### config.mk
export PLATFORM = sky130hd
export DESIGN_NAME = fetch_unit
export DESIGN_NICKNAME = d
export VERILOG_FILES = /design/src/rtl/cpu_types_pkg.sv /design/src/rtl/fetch_unit.sv
export SDC_FILE = /design/constraint.sdc
export NUM_CORES = 1
export LEC_CHECK = 0
export CAP_MARGIN = 30
export CORE_MARGIN = 4
export CORE_UTILIZATION = 40
export DETAILED_ROUTE_END_ITERATION = 16
export PLACE_DENSITY_LB_ADDON = 0.25
export SLEW_MARGIN = 10
export SYNTH_ARGS = -nofsm -noshare
export SYNTH_HDL_FRONTEND = slang
export SYNTH_SLANG_ARGS = --single-unit
export TNS_END_PERCENT = 30
### constraint.sdc
create_clock -name CLK -period 2.7 [get_ports CLK]
set_clock_uncertainty 0.2 [all_clocks]
set_input_delay 0.54 -clock CLK [delete_from_list [all_inputs] [get_ports CLK]]
set_output_delay 0.54 -clock CLK [all_outputs]
set_load 0.01 [all_outputs]
### src/rtl/cpu_types_pkg.sv
// Shared CPU datapath types: next-PC select codes, fetch FSM states, PC step.
package cpu_types_pkg;

  // Next-PC source chosen by the EX/MEM stage.
  typedef enum logic [1:0] {
    PC_NEXT   = 2'd0,
    PC_BRANCH = 2'd1,
    PC_JUMP   = 2'd2,
    PC_JR     = 2'd3
  } pcselect_t;

  // Fetch-unit control states.
  typedef enum logic [1:0] {
    RUN        = 2'd0,
    REDIR_PEND = 2'd1,
    HALTED     = 2'd2
  } fetch_state_t;

  // Sequential instruction stride in bytes.
  localparam logic [31:0] PC_STEP = 32'd4;

  // Word-align an address by clearing its two low bits.
  function automatic logic [31:0] word_align(input logic [31:0] addr);
    return {addr[31:2], 2'b00};
  endfunction

endpackage

### src/rtl/fetch_unit.sv
// Instruction-fetch stage: owns the PC, issues imem reads, hands the fetched
// word and pc+4 to IF/ID, and applies EX/MEM redirects. A redirect arriving
// while a fetch is outstanding is parked in r_redir_q until that fetch
// returns; the returning (stale) word is then dropped.
module fetch_unit
  import cpu_types_pkg::*;
#(
  parameter logic [31:0] PC_INIT = 32'h0000_0000
) (
  input  logic        CLK,
  input  logic        nRST,
  input  logic        ihit,
  input  logic [31:0] imemload,
  input  logic        pc_enable,
  input  pcselect_t   pc_select,
  input  logic [31:0] branch_addr,
  input  logic [31:0] jump_addr,
  input  logic [31:0] jr_addr,
  input  logic        halt,
  output logic        imemREN,
  output logic [31:0] imemaddr,
  output logic        fetch_valid,
  output logic [31:0] instr_out,
  output logic [31:0] npc_out
);

  logic [31:0]  r_pc;
  logic [31:0]  r_redir_q;
  fetch_state_t r_state;

  logic [31:0]  w_pc_plus4;
  logic [31:0]  w_target;
  logic [31:0]  w_pc_nxt;
  logic [31:0]  w_redir_nxt;
  fetch_state_t w_state_nxt;

  assign w_pc_plus4 = r_pc + PC_STEP;

  // Next-PC mux; every target is forced to a word boundary.
  always_comb begin
    // NOTE: combinational blocks assign a default before any branch so no
    // path leaves the signal unassigned and a latch is never inferred.
    w_target = w_pc_plus4;
    unique case (pc_select)
      PC_NEXT:   w_target = w_pc_plus4;
      PC_BRANCH: w_target = branch_addr;
      PC_JUMP:   w_target = jump_addr;
      PC_JR:     w_target = jr_addr;
      default:   w_target = w_pc_plus4;
    endcase
    w_target = word_align(w_target);
  end

  // Control FSM: next state, next PC, parked redirect and request outputs.
  always_comb begin
    w_state_nxt = r_state;
    w_pc_nxt    = r_pc;
    w_redir_nxt = r_redir_q;
    imemREN     = 1'b1;
    fetch_valid = 1'b0;

    unique case (r_state)
      RUN: begin
        fetch_valid = ihit;
        if (pc_enable) begin
          if (ihit) begin
            w_pc_nxt = w_target;
          end else if (pc_select != PC_NEXT) begin
            // Keep imemaddr stable for the outstanding fetch; take the
            // redirect once it returns.
            w_redir_nxt = w_target;
            w_state_nxt = REDIR_PEND;
          end
        end
      end
      REDIR_PEND: begin
        // The returning word belongs to the wrong path, so it is dropped.
        if (ihit) begin
          w_pc_nxt    = r_redir_q;
          w_state_nxt = RUN;
        end
      end
      HALTED: begin
        imemREN = 1'b0;
      end
      default: begin
        w_state_nxt = RUN;
      end
    endcase

    // Halt wins over any redirect or returning fetch.
    if (halt) begin
      w_state_nxt = HALTED;
      w_pc_nxt    = r_pc;
      w_redir_nxt = r_redir_q;
    end

    // Nothing is handed to IF/ID while reset is asserted.
    if (!nRST) begin
      fetch_valid = 1'b0;
    end
  end

  // State register with synchronous active-low reset.
  always_ff @(posedge CLK) begin
    // NOTE: sequential state uses non-blocking assignments so every register
    // samples pre-edge values regardless of statement order.
    if (!nRST) begin
      r_pc      <= PC_INIT;
      r_redir_q <= '0;
      r_state   <= RUN;
    end else begin
      r_pc      <= w_pc_nxt;
      r_redir_q <= w_redir_nxt;
      r_state   <= w_state_nxt;
    end
  end

  assign imemaddr  = r_pc;
  assign instr_out = imemload;
  assign npc_out   = w_pc_plus4;

endmodule

Word level (Yosys, flattened, before mapping)
Index checks and enable logic that the tools add are counted.
W data, S select, Z words.
{"block": "word_totals", "regBits": 64, "wordCells": 47}
{"block": "op_classes", "eq_ne": 15, "n_addsub": 1, "mux": 14, "n_bitwise": 4, "n_reduce_logical": 9}
{"cell": "$pmux W32 S4", "n": 1}
{"cell": "$mux W32", "n": 3}
{"cell": "$pmux W32 S2", "n": 1}
{"cell": "$add A32 B3 Y32 const B", "n": 1}
{"cell": "$reduce_and A5 Y1", "n": 4}
{"cell": "$ne A2 B2 Y1 const B", "n": 6}
{"cell": "$ne A3 B3 Y1 const B", "n": 4}
{"cell": "$mux W2", "n": 5}
{"cell": "$eq A2 B2 Y1 const B", "n": 3}
{"cell": "$pmux W2 S3", "n": 1}
{"cell": "$eq A2 B1 Y1 const B", "n": 2}
{"cell": "$logic_not A2 Y1", "n": 2}
{"cell": "$not A1 Y1", "n": 4}
{"cell": "$reduce_bool A2 Y1", "n": 2}
{"cell": "$mux W1", "n": 3}
{"cell": "$reduce_or A2 Y1", "n": 1}

Longest topological paths before layout
{"block": "depth", "depth_word": 6, "depth_mapped": 7, "ltp_nobuf": 6}

Least setup slack after synthesis
OpenSTA, ideal clock, no wires.
{"block": "synth_timing", "path_type": "register -> output", "start": "reg r_pc[2] (netlist: imemaddr[2])", "end": "out npc_out[28]", "slack_ps": -59, "arrival_ps": 2019, "path_buffers": 1, "path_stages_with_launch": 7, "cell_sequence": "dfxtp_1 ha_1 and4_1 clkbuf_1 nand4_1 nor4_1 xor2_1"}
{"block": "synth_between", "elab_chain_len": 1}
{"element": "start: declaration", "line": "fetch_unit.sv:27", "source": "logic [31:0] r_pc;"}
{"element": "start signal: assignment", "line": "fetch_unit.sv:113", "source": "r_pc <= w_pc_nxt;"}
{"element": "$add A32 B3 Y32", "line": "fetch_unit.sv:37", "source": "assign w_pc_plus4 = r_pc + PC_STEP;"}
{"element": "end: declaration", "line": "fetch_unit.sv:24", "source": "output logic [31:0] npc_out"}
Every way passes these cells.

Worst setup path in the final report
{"block": "layout_timing", "start": "reg r_pc[15] (netlist: imemaddr[15])", "end": "out npc_out[26]"}
The elaborated chain is that of the path after synthesis.

==> flow_summary.ini <==
[cts]
clkTransAtPathRegs_ns = 0.08
cts_made_buffers = 9
cts_hold_buf = 0
htreeDepth = 3
clk_latency_ns = 0.35
cts_tree = yes
cts.sinks = 62
cts_root_buf = clkbuf_8
cts_buffer_depth = 2

[yosys]
async_flop_share_pct = 0
ys_seq_area_share_pct = 27.8
yosysTopAreaCell = dfxtp_1
synth_area_leaders = dfxtp_1 (28%), buf_4 (6.1%), nor2_1 (5.3%)
synth_edf_count = 0
synth.avg_cell_area_um2 = 7.77
synth_cell_type_count = 62
synth_common_cells = nor2_1 (63), dfxtp_1 (62), nand2_1 (47)
yosys_register_bits = 62
syn-cell-area_mm2 = 0.00446
yosysMostFrequentCell = nor2_1
yosys_warnings = 0
synth_flop_cell = dfxtp_1
synth.top_cell.area_share_pct = 27.8
synth_cells = 574

[hold_path]
min_path_type = reg2reg

[floorplanning]
io_pins = 233
core-area_mm2 = 0.0109
dieArea_mm2 = 0.0129
fp.dieW_um = 114
die_h_um = 114
rows = 38
initial_core_util_pct = 40.9

[place]
pre_cts_ws_ns = -0.284
io_buffers = 158
dp.cells = 883
dpl_cell_area_mm2 = 0.00650
dp_hpwl_um = 13500
place_congestion = 0.914

[layout]
postLayoutCellArea_mm2 = 0.00698
finalNetCount = 904
antenna_cells = 0
drive_above_1_share_pct = 29.0
area_growth_pct = 56.5
stdcell_count = 913

[worst_setup_path]
endpoint_kind = output pin
cp-start-kind = flip-flop
cp.required_ns = 1.96
worstPathMaxFanout = 5
crit_chain = nand3_2, or4_4, buf_6, or4_4, nand2_2, buf_6
critical-path-max-stage-delay_ns = 0.55
cpMaxStageDelayCell = or4_4
r2r_slack_ns = 0.32
critPathTopFamily = simple AND/OR/NAND/NOR gates
crit_buf_inv = 2
arrival_ns = 2.15
worstSetupPathType = reg2out

[sta]
maxSlewViolCount = 0
tightest_slew_ns = 0.591
setup_ws_ns = -0.193
fin_crit_ns = 2.89
max_freq_ghz = 0.346
period_share_pct = 107
finalSetupViolations = 9
rsz0062_at_grt = true
relSlewSlack_pct = 60.6
hold_viol = 0

[grt]
grt_overflow = 0
antenna_found_initial = 0
grt_pass1_vias = 5176
grt.total_usage_pct = 26.7
grt_max_degree = 40
grt_pass1_wl_um = 27300

[routing]
wl_per_cell_um = 19.5
viasPerCell = 5.80
drtAntennaViolNets = 0
vias = 5293
first_pass_iters = 5
wl_um = 17800
drc = 0
drt_iter0_drc = 461

[outcome]
outcome = finished, violations left
violations = negative setup slack

[power]
leakage_nw = 2.77
ir_worst_vdd_mv = 0.196
p_per_area_mw_per_mm2 = 346

[flow_run]
drv_cap = 0
## worst min-delay path: stages (launching register included)
cell	delay, ns
dfxtp_1	0.31
nand2_1	0.05
a21oi_1	0.05
## power by group
group	leakage [nW]	switching, mW	internal [mW]
logic	2.17	0.269	0.332
registers	0.510	0.0265	0.949
clock network	0.0914	0.411	0.427
total	2.77	0.707	1.71
## state kept, by name, summed over array words and instances, names as in the netlist
| name | flops |
|---|---|
| r_state | 2 |
| imemaddr | 30 |
| r_redir_q | 30 |
## metal layers
layer  part of all wire [%]  vias to the layer above  global-route usage (%)
li1                       -                     2473                       -
met1                     40                     2511                    34.0
met2                     50                      275                    45.8
met4                    1.9                        0                    7.85
met5                      0                        -                       0
met3                    8.2                       34                    5.46
## per-stage QoR
step	utilization, %	power, mW	TNS [ns]	hold slack (ns)
6_report	64.1	2.42	-1.11	0.265
5_1_grt	64.1	2.51	-2.16	0.292
3_3_place_gp	59.7	1.58	-3.65	0.245
3_5_place_dp	59.7	1.59	-4.73	0.250
2_1_floorplan	-	1.30	0	0.237
4_1_cts	63.3	2.42	-1.72	0.260
## cells in the final DEF (no fill, tap or decap), types with 7 or more instances in the layout
| cell type | instances |
|---|---|
| clkdlybuf4s50_1 | 130 |
| buf_4 | 94 |
| nor2_1 | 60 |
| dfxtp_1 | 48 |
| nand2_1 | 44 |
| a21oi_1 | 29 |
| o21ai_0 | 20 |
| nand3_1 | 19 |
| a211oi_1 | 19 |
| nor3_1 | 17 |
| mux2_2 | 17 |
| dfxtp_2 | 14 |
| nand4_1 | 13 |
| a22oi_1 | 12 |
| o211ai_1 | 12 |
| buf_2 | 11 |
| inv_1 | 10 |
| xnor2_1 | 10 |
| buf_6 | 10 |
| clkbuf_8 | 9 |
| xor2_1 | 8 |
| mux2i_1 | 8 |
| mux4_2 | 7 |
## cell type report
class	count	area, µm²
Sequential cell	62	1260
Clock buffer	9	124
Inverter	10	37.5
Timing Repair Buffer	262	2350
Clock inverter	7	75.1
Tap cell	140	175
Multi-Input combinational cell	423	2960
Fill cell	953	3910
## timing repair
action / CTS / global route
buffers inserted: 9 / 4
pin swaps: 16 / 15
endpoints found under the hold margin: 0 / 0
cloned: 1 / 0
setup endpoints to repair: 26 / 22
gates resized for setup: 109 / 32
## cells by family (layout without fill, tap and decap cells)
family,after synthesis,in the layout,share of synthesized area (%)
AOI/OAI and AO/OA,144,144,22.6
xor gates and xnor gates,22,22,4.32
adders and majority gates,1,1,0.281
buffers and inverters,92,288,10.9
DFF,62,62,27.8
muxes,32,32,9.63
other,1,4,0.0841
and+or+nand+nor,220,220,24.4
## final timing paths
path | startpoint | to | cells past startpoint
worst max-delay path | imemaddr[15] | npc_out[26] | 6
worst min-delay path | r_redir_q[29] | r_redir_q[29] | 2
worst max register to register | imemaddr[15] | imemaddr[26] | 6
worst min register to register | r_redir_q[29] | r_redir_q[29] | 2
(Power assumes the default switching activity.)
